[config.mk]
export PLATFORM = sky130hd
export DESIGN_NAME = ps2_keycode_rx
export DESIGN_NICKNAME = d
export VERILOG_FILES = /design/src/rtl/ps2_keycode_rx.sv
export SDC_FILE = /design/constraint.sdc
export NUM_CORES = 1
export LEC_CHECK = 0
export BUFFER_PORTS_ARGS = -buffer_cell sky130_fd_sc_hd__clkbuf_2
export CORE_AREA = 4 4 82 84
export DETAILED_ROUTE_END_ITERATION = 7
export DIE_AREA = 0 0 86 88
export PLACE_DENSITY = 0.76
export SYNTH_ARGS = -nofsm -noshare
export SYNTH_HDL_FRONTEND = slang
export SYNTH_SLANG_ARGS = --single-unit
[constraint.sdc]
create_clock -name vga_clk -period 4.3 [get_ports vga_clk]
set_clock_uncertainty 0.15 [all_clocks]
set_input_delay 0.86 -clock vga_clk [delete_from_list [all_inputs] [get_ports vga_clk]]
set_output_delay 0.86 -clock vga_clk [all_outputs]
set_load 0.02 [all_outputs]
[src/rtl/ps2_keycode_rx.sv]
// ps2_keycode_rx: PS/2 set-2 receiver that tracks up to two held keys for the paddle logic
module ps2_keycode_rx #(
  parameter int FILTER_LEN = 8,
  parameter int TIMEOUT = 5000
) (
  input  logic       vga_clk,
  input  logic       sys_rst_n,
  input  logic       ps2_clk,
  input  logic       ps2_data,
  output logic [7:0] keycode1,
  output logic [7:0] keycode2,
  output logic [7:0] code_byte,
  output logic       code_valid,
  output logic       frame_err
);
  localparam int CW = $clog2(FILTER_LEN + 1);
  localparam int WW = $clog2(TIMEOUT + 1);
  typedef enum logic [1:0] {IDLE, DATA, PARITY, STOP} state_t;
  state_t state, state_nx;
  logic [1:0] clk_s, dat_s, filt;
  logic [CW-1:0] fcnt [2];
  logic clk_q, fall, timeout, accept, bad, brk, ext, par;
  logic [7:0] shreg;
  logic [2:0] bitcnt;
  logic [WW-1:0] wd;
  always_ff @(posedge vga_clk or negedge sys_rst_n)
    if (!sys_rst_n) begin
      clk_s <= 2'b11;
      dat_s <= 2'b11;
      filt <= 2'b11;
      fcnt[0] <= '0;
      fcnt[1] <= '0;
      clk_q <= 1'b1;
    end else begin
      clk_s <= {clk_s[0], ps2_clk};
      dat_s <= {dat_s[0], ps2_data};
      clk_q <= filt[1];
      for (int i = 0; i < 2; i++) begin
        if ((i == 1 ? clk_s[1] : dat_s[1]) == filt[i]) fcnt[i] <= '0;
        else if (fcnt[i] == CW'(FILTER_LEN - 1)) begin
          filt[i] <= ~filt[i];
          fcnt[i] <= '0;
        end else fcnt[i] <= fcnt[i] + 1'b1;
      end
    end
  assign fall = clk_q & ~filt[1];
  // the abort lands TIMEOUT cycles after the last sample event
  assign timeout = state != IDLE && !fall && wd == WW'(TIMEOUT - 2);
  assign accept = fall && state == STOP && filt[0] && (^shreg ^ par);
  assign bad = timeout || (fall && state == STOP && !accept);
  always_comb begin
    state_nx = state;
    if (timeout) state_nx = IDLE;
    else if (fall)
      case (state)
        IDLE:    state_nx = filt[0] ? IDLE : DATA;
        DATA:    state_nx = bitcnt == 3'd7 ? PARITY : DATA;
        PARITY:  state_nx = STOP;
        default: state_nx = IDLE;
      endcase
  end
  always_ff @(posedge vga_clk or negedge sys_rst_n)
    if (!sys_rst_n) begin
      state <= IDLE;
      wd <= '0;
      bitcnt <= '0;
      shreg <= '0;
      par <= 1'b0;
    end else begin
      state <= state_nx;
      wd <= (fall || state == IDLE) ? '0 : wd + 1'b1;
      if (fall && state == IDLE) bitcnt <= '0;
      if (fall && state == DATA) begin
        shreg <= {filt[0], shreg[7:1]};
        bitcnt <= bitcnt + 1'b1;
      end
      if (fall && state == PARITY) par <= filt[0];
    end
  always_ff @(posedge vga_clk or negedge sys_rst_n)
    if (!sys_rst_n) begin
      keycode1 <= '0;
      keycode2 <= '0;
      code_byte <= '0;
      code_valid <= 1'b0;
      frame_err <= 1'b0;
      brk <= 1'b0;
      ext <= 1'b0;
    end else begin
      code_valid <= accept;
      frame_err <= bad;
      if (accept) code_byte <= shreg;
      if (bad) begin
        brk <= 1'b0;
        ext <= 1'b0;
      end else if (accept) begin
        if (shreg == 8'hE0) ext <= 1'b1;
        else if (shreg == 8'hF0) brk <= 1'b1;
        else begin
          brk <= 1'b0;
          ext <= 1'b0;
          if (shreg != 8'h00 && shreg != 8'hFF && !ext) begin
            if (brk) begin
              if (keycode1 == shreg) keycode1 <= '0;
              if (keycode2 == shreg) keycode2 <= '0;
            end else if (keycode1 != shreg && keycode2 != shreg) begin
              if (keycode1 == 8'h00) keycode1 <= shreg;
              else if (keycode2 == 8'h00) keycode2 <= shreg;
            end
          end
        end
      end
    end
endmodule

### Yosys cells after proc, flatten, opt, wreduce, memory -nomap -nowiden

Index checks and enable logic that the tools add are counted.

| operators by class | value |
|---|---|
| add/sub/neg operators | 4 |
| multipliers | 0 |
| div/mod/pow operators | 0 |
| magnitude comparators | 0 |
| equality and inequality tests | 21 |
| shift-type cells | 0 |
| mux-type cells | 29 |
| bitwise operators | 9 |
| reduce and logical (&&, ||, !) cells | 35 |

Operators by type and width:

| cell | count |
|---|---|
| two-way mux 8 bit | 9 |
| equality test 8 bit | 2 |
| equality test 8 bit (second input constant) | 2 |
| logical NOT 8 bit | 2 |
| two-way mux 4 bit | 4 |
| != test 8 bit | 2 |
| nonzero test 2 bit | 7 |
| adder 13 x 1 -> 13 bit (second input constant) | 1 |
| equality test 13 bit (second input constant) | 1 |
| two-way mux 13 bit | 1 |
| logical AND 1 bit | 12 |
| two-way mux 1 bit | 9 |
| AND reduction 9 bit | 1 |
| adder 4 x 1 -> 4 bit (second input constant) | 2 |
| equality test 4 x 3 -> 1 bit (second input constant) | 2 |
| != test 8 bit (second input constant) | 1 |
| AND reduction 2 bit | 4 |
| AND reduction 8 bit | 1 |
| nonzero test 8 bit | 1 |
| XOR reduction 8 bit | 1 |
| inverter 1 bit | 7 |
| two-way mux 2 bit | 3 |
| two-way mux 3 bit | 2 |
| one-hot mux 2 bit (3 select lines) | 1 |
| other kinds (13) | 20 |

| word-level totals | value |
|---|---|
| register bits after elaboration | 70 |
| bits in latches | 0 |
| RAM bits | 0 |
| bits in read-only memories | 0 |
| bits of input ports | 4 |
| output and inout port bits | 26 |
| logic and storage cells | 117 |
| memories | 0 |

### Depth between registers and ports, before layout

Gate-level depths: netlist (run 1).

| logic depth | value |
|---|---|
| word-level depth | 10 |
| mapped depth | 10 |
| depth with buffers taken out | 8 |

### Worst setup path after synthesis (run 1)

OpenSTA, ideal clock, no wires.

| timing path | value |
|---|---|
| path type | reg2reg |
| start | register shreg[1] |
| end | register keycode2[0] |
| library setup time | 0.125 ns |
| data arrival time | 2.432 ns |
| data required time | 4.025 ns |
| setup slack | 1.593 ns |
| stages on the path, launching flop included | 11 |
| path buffers | 2 |
| clock period less this slack | 2.707 ns |
| cells stage by stage | dfrtp_1 > inv_1 > ha_1 > xnor3_1 > xnor2_1 > and3_1 > buf_2 > nor4b_4 > and4_1 > buf_6 > mux2_4 |

| on the way | value |
|---|---|
| cells in the longest elaborated chain, start to end | 8 |
| elaborated cells on any way between the ends | 22 |
| classes of those cells | eq/ne (7); bitwise (4); reduce/logical (11) |

Ends and longest elaborated chain:

| what | line | RTL |
|---|---|---|
| start, declared | 23 | `logic [7:0] shreg;` |
| start signal, assigned | 74 | `shreg <= {filt[0], shreg[7:1]};` |
| XOR reduction 8 bit | 49 | `assign accept = fall && state == STOP && filt[0] && (^shreg ^ par);` |
| bitwise XOR 1 bit | 49 |  |
| logical AND 1 bit | 49 |  |
| logical NOT 1 bit | 50 | `assign bad = timeout \|\| (fall && state == STOP && !accept);` |
| logical AND 1 bit | 50 |  |
| logical OR 1 bit | 50 |  |
| inverter 1 bit (no source line) | -- |  |
| AND reduction 9 bit (no source line) (*) | -- |  |
| end signal, assigned | 107 | `else if (keycode2 == 8'h00) keycode2 <= shreg;` |
| end, declared | 11 | `output logic [7:0] keycode2,` |

Every way passes the cells marked *; elsewhere a longest branch is shown, timed or not.
A chain may end at the register's enable or synchronous reset.

### Final worst setup path (run 1)

| timing path | value |
|---|---|
| start | register shreg[1] |
| end | register keycode2[1] |

| on the way | value |
|---|---|
| cells in the longest elaborated chain, start to end | 8 |
| elaborated cells on any way between the ends | 26 |
| classes of those cells | eq/ne (7); mux (4); bitwise (4); reduce/logical (11) |

Ends and longest elaborated chain:

| what | line |
|---|---|
| XOR reduction 8 bit | 49 |
| bitwise XOR 1 bit | 49 |
| logical AND 1 bit | 49 |
| logical NOT 1 bit | 50 |
| logical AND 1 bit | 50 |
| logical OR 1 bit | 50 |
| inverter 1 bit (no source line) | -- |
| AND reduction 9 bit (no source line) | -- |

Parallel ways exist; a longest one is shown, timed or not. The select of a mux whose other input is x is not followed.

==> results of run 1 <==
[kinds of logic after synthesis]
family                   share of synthesized area, %
AND/OR/NAND/NOR                                  16.5
flip-flops                                       51.7
XOR/XNOR                                         8.64
AO/OA/AOI/OAI                                    5.18
multiplexers                                     9.82
buffers and inverters                            2.61
adder cells (fa/ha/maj)                          5.51
[final timing paths]
| kind | from | to | slack (ns) | cells past startpoint |
|---|---|---|---|---|
| worst max-delay path | shreg[1]$_DFFE_PN0P_ | keycode2[1]$_DFFE_PN0P_ | 1.12 | 9 |
| worst min-delay path | dat_s[0]$_DFF_PN1_ | dat_s[1]$_DFF_PN1_ | 0.21 | 0 |
| worst max register to register | shreg[1]$_DFFE_PN0P_ | keycode2[1]$_DFFE_PN0P_ | 1.12 | 9 |
| worst min register to register | dat_s[0]$_DFF_PN1_ | dat_s[1]$_DFF_PN1_ | 0.21 | 0 |
| max in group asynchronous | sys_rst_n | clk_s[1]$_DFF_PN1_ | 2.61 | 2 |
| min in group asynchronous | sys_rst_n | keycode1[3]$_DFFE_PN0P_ | 0.45 | 1 |
[per-layer routing]
metal / vias up / routed length [µm] / global-route usage (%)
met1: 1065 / 2810 / 24.2
met4: 0 / 150 / 9.93
li1: 1106 / - / -
met3: 13 / 297 / 4.70
met5: - / 0 / 0
met2: 47 / 2930 / 28.4
[report_power, final]
| group | internal, µW | switching [µW] | leakage (µW) |
|---|---|---|---|
| logic | 123 | 174 | 0.000961 |
| registers | 741 | 81.7 | 0.000938 |
| clock network | 342 | 233 | 0.000107 |
| total | 1210 | 488 | 0.00201 |
[metrics by stage]
stage	worst slack, ns	total power [µW]	cell area [µm²]	util (%)
after global placement	1.22	1120	3620	61.1
after detailed placement	1.11	1130	3620	61.1
after floorplan	1.59	1050	3400	-
after CTS	1.10	1720	3830	64.8
after global routing	0.915	1810	3830	64.8
final	1.12	1690	3830	64.8
[synth_stat cells, types with 2 or more instances]
master    count
a21oi_1       7
nand3_1      13
ha_1         15
a21o_1        2
clkbuf_1      5
nand4_1       4
a22oi_1       2
nor3_1        6
xnor2_1       6
nor4_1        7
o21ai_0      16
xor2_1       25
dfstp_2       7
mux2_2       19
inv_1        13
nor2b_1       3
nand2b_1      2
mux2_4        8
nor2_1       32
or3_1         2
and3_1        3
and4_1        2
dfrtp_1      63
buf_2         2
nand2_1      23
[state kept, by name, indices dropped and copies added (netlist names), 2 cells and up]
signal and flops:
wd 13, code_byte 8, fcnt 8, keycode1 8, keycode2 8, shreg 8
bitcnt 3, clk_s 2, dat_s 2, filt 2, state 2
[area by class of cell]
| type | instances | area share, % |
|---|---|---|
| clock buffers | 12 | 3.78 |
| clock inverters | 4 | 1.89 |
| inverters | 13 | 1.27 |
| multi-input cells | 210 | 40.5 |
| flip-flops and latches | 70 | 45.9 |
| well taps | 75 | 2.45 |
| repair buffers | 31 | 4.18 |
==> impl_summary.md, run 1 <==
Run status
The run finished with clean final reports.

Yosys
After synthesis the netlist holds a flip-flop and latch count of 70. The post-synthesis cell type with the largest combined area is dfrtp_1. Of all flip-flops after synthesis, the portion carrying an async set or reset was 100%. The prevailing post-synth register cell is dfrtp_1. For this run, the number of Yosys warnings is 0.

The number of flops mapped to enable cells by yosys is 0. The area of the mapped netlist is 3400 µm². After synthesis, the netlist uses 39 different library cells. Of the synthesized area, sequential elements account for between 50% and 60%. The number of standard cells after synthesis is 301. The synthesized net count is 320. The top cell type's share of synthesized area is 46.3%. In this run the mean area of a mapped cell was 11.3 µm². Yosys attributes the largest share of cell area to dfrtp_1, xor2_1, mux2_2, ha_1, dfstp_2.

Power
IR analysis of the VDD net gives a maximum drop of 0.000332 V. In this run the power density over the cells is 442 nW/µm². The leakage power of the design is 0.00201 µW.

Worst setup path
Broken down by cell family, the worst path's largest delay share belongs to simple AND/OR/NAND/NOR gates. The maximum fanout count along the critical path is 15. STA classifies the critical path startpoint as a register. The critical path data arrival time is 3.26 ns. STA puts the critical path data required time at 4.37 ns.

The critical path goes through inv_1 > ha_1 > xnor3_1 > xnor2_1 > and3_1 > buf_4 > nor4b_4 > and4_1 > mux2_4. On the worst path, the slowest cell contributes a delay of about 0.55 ns. The critical path buffer and inverter count is 2. On the critical path, the stage with the largest delay is an instance of and4_1. STA classifies the critical path endpoint as a register. The critical path in this run is classified as register to register.

Final layout
The count of antenna diodes in the layout is 0. The finished layout holds 415 standard cells, fillers aside. The library cell used most frequently in the layout, excluding fill and tap cells, is dfrtp_1. At the end of the flow, the number of nets in the layout was 354.

The combined area of the multi-input logic cells is around 1600 µm². From synthesis to final layout, the design area changed by 12.7%. The filler cells instantiated in the layout total 455. Of the cells placed in the final design, the portion with a size suffix greater than 1 is 25.0%. In the layout the commonest cells are dfrtp_1, nor2_1, clkbuf_2, xor2_1, nand2_1.

In the final layout, flip-flops and latches occupy 1760 µm².

CTS
The maximum clock insertion buffer count is 2. The count of buffers added by post-CTS timing repair for setup is 0. The clock transition at the register clock pins on the worst setup and hold paths after CTS is approximately 0.07 ns. TritonCTS built the clock tree.

The number of clock sinks seen by CTS is 70. Gates resized during post-CTS repair numbered 0. The number of H-tree levels is 3. The cell sitting at the root of the clock tree is a clkbuf_8. The hold buffer count at CTS is 0. For the worst-skew pair, the clock arrives at the later sink with an insertion delay of 0.34 ns. The number of buffers created by CTS is 9.

STA
The worst hold-check slack is 0.206 ns. At the pin with the least slew margin, the transition time is about 0.86 ns. The count of endpoints failing hold in the final timing report came to 0. Setup violations remaining at the end of the flow were counted as 0.

For the finished layout, the period the worst path requires is 3.18 ns. The total negative setup slack is 0 ns. The number of pins exceeding their max-slew limit in the final report is 0.

Setup repair after global routing left no endpoint under its margin. Headroom to the max-slew limit came out at 42.2%. The achievable frequency is 314 MHz. The final period utilization is 74.1%.

Global route
The number of global-route vias before repair is roughly 2200. The initial antenna violation count is 0. The overall global routing resource usage is 18.5%. The global-route wire length before repair is 10800 µm. Entering global routing, the biggest net connects 38 pins. Global routing finished with a remaining overflow of 0.

Detailed routing
The first-iteration detailed-routing DRC count is 95. The pre-antenna-repair detailed-routing pass consisted of 4 iterations. The detail route stage leaves a number of antenna-violating nets equal to 0. Using the TritonRoute via totals, the vias-per-cell ratio works out to 5.38. The routed wire length is just over 6000 µm.

The routed via count is 2231. The wire length per cell after detailed routing is around 15 µm. For this run, design rule violations remaining after detail routing come to 0.

Placed design
Routability-driven placement finished with a final weighted congestion of 0.814. Once placement completed, the tool counted placed cells totaling 399. After legalization and detailed placement, the total HPWL measured roughly 4500 µm.

Buffers placed on the I/O ports in this run total 29.

Floorplanning
The region available for standard cell placement spans 5920 µm². The chip width is 86 µm. The chip height is 88 µm. 30 I/O pins were placed.

The floorplan die area is 7570 µm². The number of rows in the core area is 28. For this configuration, the core starts out at a cell density of 57.5%.

Flow run
The number of violations of the max-capacitance limit is 0.

Hold path
The worst hold path class is register to register.
(Power assumes the default switching activity.)
==> run 2: changes to the inputs <==
==> constraint.sdc (replaced) <==
create_clock -name vga_clk -period 3.2 [get_ports vga_clk]
set_clock_uncertainty 0.15 [all_clocks]
set_input_delay 0.64 -clock vga_clk [delete_from_list [all_inputs] [get_ports vga_clk]]
set_output_delay 0.64 -clock vga_clk [all_outputs]
set_load 0.02 [all_outputs]
==> run 2 against run 1 <==
- flip-flop and latch count unchanged
- non-clock buffer count increased by 1
- utilization about the same
- setup slack got worse by 0.90 ns
- first-iteration DRC count decreased by 20%
- clock-buffer cell count decreased by 1
- global-route usage about the same
- via count increased by 0.49%
- sequential share of layout area about the same
- hold slack got worse by 0.040 ns
- design area about the same
- combinational power increased by 33%
==> impl_summary.md, run 2 (synthesis gave the netlist of run 1 again) <==
Worst setup path
The required time reported for the critical path endpoint is 3.27 ns (-1.10 ns). The signal on the critical path passes through inv_1 > ha_1 > xnor3_1 > xnor2_1 > and3_1 > nor4b_4 > and4_1 > mux2_4. The cell at the slowest stage of the critical path is and4_1. STA classifies the critical path startpoint as a register. The reg2reg setup slack is 0.21 ns (-0.90 ns). The maximum fanout count along the critical path is 8 (-7). The worst stage delay on the critical path is 0.55 ns (about the same). The kind of capture point of the worst setup path is a register. The critical path is of the register to register type.

The critical path data arrival time is 3.06 ns (-0.20 ns).

STA
The total negative setup slack is 0 ns (unchanged). The final period utilization is 93.4% (+19 points). The count of endpoints failing hold in the final timing report came to 0 (unchanged).

The final setup violation count is 0 (unchanged). The clock period minus final worst setup slack is 2.99 ns (-0.197 ns). The number of pins exceeding their max-slew limit in the final report is 0 (unchanged). The worst hold-check slack was 0.166 ns (-0.0400 ns). The transition at the pin with the smallest max-transition slack was 0.837 ns (-0.0269 ns).

The final worst-path setup slack is 0.212 ns (-0.903 ns). The achievable frequency is 335 MHz (+6.6%). The worst slew margin relative to its limit came to 44.0% (+1.8 points).

Setup repair after global routing left no endpoint under its margin.

Power
The internal power is 1560 µW (+30%). The switching power share of the total is 29.8% (+0.99 points). The share of power burned in the clock network is 32.6% (-1.3 points).

The worst-case vdd ir drop is 0.000336 V (+1.4%). The total net switching power was 664 µW (+36%). The portion of total power attributed to combinational logic is 17.8% (+0.3 points). The power density over the cells is 581 nW/µm² (+31%). The sequential fraction of design power is 49.6% (+1.1 points). The leakage power of the design came to 0.00201 µW (+0.37%).

CTS
The total of cells resized after clock tree synthesis is 0 (unchanged). The count of buffers added by post-CTS timing repair for setup is 0 (unchanged). The maximum clock insertion buffer count is 2 (unchanged). The number of H-tree levels is 3 (unchanged). The clock latency reported for the late side of the worst-skew pair came to 0.34 ns (about the same). Clock tree synthesis selected as its root buffer the cell clkbuf_8. The number of clock sinks seen by CTS is 70 (unchanged). The clock tree from TritonCTS is built.

The hold buffer count at CTS came to 0 (unchanged). The clock transition at the register clock pins on the worst setup and hold paths after CTS came to 0.07 ns (about the same). The number of buffers created by CTS was 9 (unchanged).

Floorplanning
The number of rows in the core area is 28 (unchanged). The effective utilization at floorplan is 57.5% (unchanged). The chip width was 86 µm (unchanged). The total core area came to 5920 µm² (unchanged).

The floorplan die area is 7570 µm² (unchanged). The number of top-level pins is 30 (unchanged). The chip height was 88 µm (unchanged).

Global route
The total congestion overflow after global routing is 0 (unchanged). The met3 routing resource usage after global routing came to 5.08% (+0.38 points). The global routing stage identified its most utilized layer as met2. The initial antenna violation count is 0 (unchanged). The global-route met2 utilization is 30.7% (+2.3 points). The global routing met1 resource utilization is 22.9% (-1.3 points). The overall global routing resource usage is 18.5% (about the same). The maximum number of pins on one net before global-route repair is 31 (-18%). The global-route wire length before repair is 10700 µm (-0.26%). The number of global-route vias before repair is 2281 (+3.1%).

Final layout
The area growth from synthesis to final layout is 12.6% (about the same). The non-filler instance count after layout is 416 (+0.24%). The flip-flop count of the largest register, all copies and words added is 13 (unchanged).

The share of cells above drive strength 1 is 25.8% (+0.81 points). Ranked by flip-flop count, first place goes to wd. The commonest non-fill, non-tap cell in the layout is dfrtp_1. The number of nets in the finished design is 355 (+0.28%). The count of antenna diodes in the layout is 0 (unchanged). Leaving out fill and tap cells, the most frequent cells in the layout are dfrtp_1, nor2_1, clkbuf_2, xor2_1, nand2_1.

Placed design
The number of buffers added on ports was 29 (unchanged). The number of placed instances, taps included is 400 (+0.25%). The half-perimeter wire length after detailed placement is 4620 µm (+2.7%). The routability congestion estimate is 0.829 (+1.9%). The pre-CTS setup slack is 0.235 ns (-0.874 ns).

Detailed routing
The routed wire length is 6210 µm (+0.32%). The detailed-route vias per instance is 5.39 (+0.25%). The total iterations of the first detailed-routing run is 4 (unchanged). The residual DRC count came to 0 (unchanged). The routed via count is 2242 (+0.49%).

The remaining antenna violation count came to 0 (unchanged). The wire length per cell after detailed routing is 14.9 µm (about the same). The first-iteration detailed-routing DRC count is 76 (-20%).

Flow run
The number of violations of the max-capacitance limit is 0 (unchanged).

Run status
The run finished with clean final reports.

Hold path
The worst hold path class is input pin to async pin.
run 2: cell count changes in the layout (fill, tap and decap cells not counted):
cell and delta:
clkbuf_1 -2, clkinv_4 +2, buf_4 +1, bufinv_16 -1
clkbuf_8 +1, clkinv_2 +1, clkinvlp_4 -1
run 2: area by class of cell:
class | count | area, µm²
clock buffer | 11 | 151
multi-input combinational | 210 | 1550
sequential | 70 | 1760
fill | 470 | 2090
tap | 75 | 93.8
clock inverter | 5 | 57.6
timing repair buffer | 32 | 168
inverter | 13 | 48.8
run 2: worst paths after layout:
kind | start | to | cells past startpoint
worst min register to register | clk_s[0]$_DFF_PN1_ | clk_s[1]$_DFF_PN1_ | 0
worst min-delay path | sys_rst_n | keycode1[1]$_DFFE_PN0P_ | 1
worst max-delay path | shreg[1]$_DFFE_PN0P_ | keycode2[7]$_DFFE_PN0P_ | 8
min in group vga_clk | clk_s[0]$_DFF_PN1_ | clk_s[1]$_DFF_PN1_ | 0
max in group asynchronous | sys_rst_n | code_byte[5]$_DFFE_PN0N_ | 2
worst max register to register | shreg[1]$_DFFE_PN0P_ | keycode2[7]$_DFFE_PN0P_ | 8
run 2: routing by layer:
| metal | share of wire [%] | routed length [µm] |
|---|---|---|
| met1 | 45 | 2820 |
| met2 | 48 | 2960 |
| met3 | 4.4 | 274 |
| met4 | 2.4 | 150 |
| met5 | 0 | 0 |
run 2: metrics by stage:
step                utilization [%]  instance area, µm²  total power [µW]
finish                         64.8                3830              2230
global route                   64.8                3830              2390
CTS                            64.8                3830              2260
detailed placement             61.2                3620              1520
global placement               61.2                3620              1510
floorplan                         -                3400              1420
run 2: power by group through the flow:
stage	sequential, µW	combinational (µW)	clock [µW]
2_1_floorplan	1080	332	0
3_3_place_gp	1120	391	0
3_5_place_dp	1120	400	0
4_1_cts	1100	402	751
5_1_grt	1120	459	805
6_report	1100	396	727
run 2: critical path, delay by kind of cell (launching register included):
family	cells	cell delay, ns
buffers and inverters	1	0.11
adders and majority gates	1	0.29
muxes	1	0.34
xor gates and xnor gates	2	0.52
DFF	1	0.46
and+or+nand+nor	3	0.99
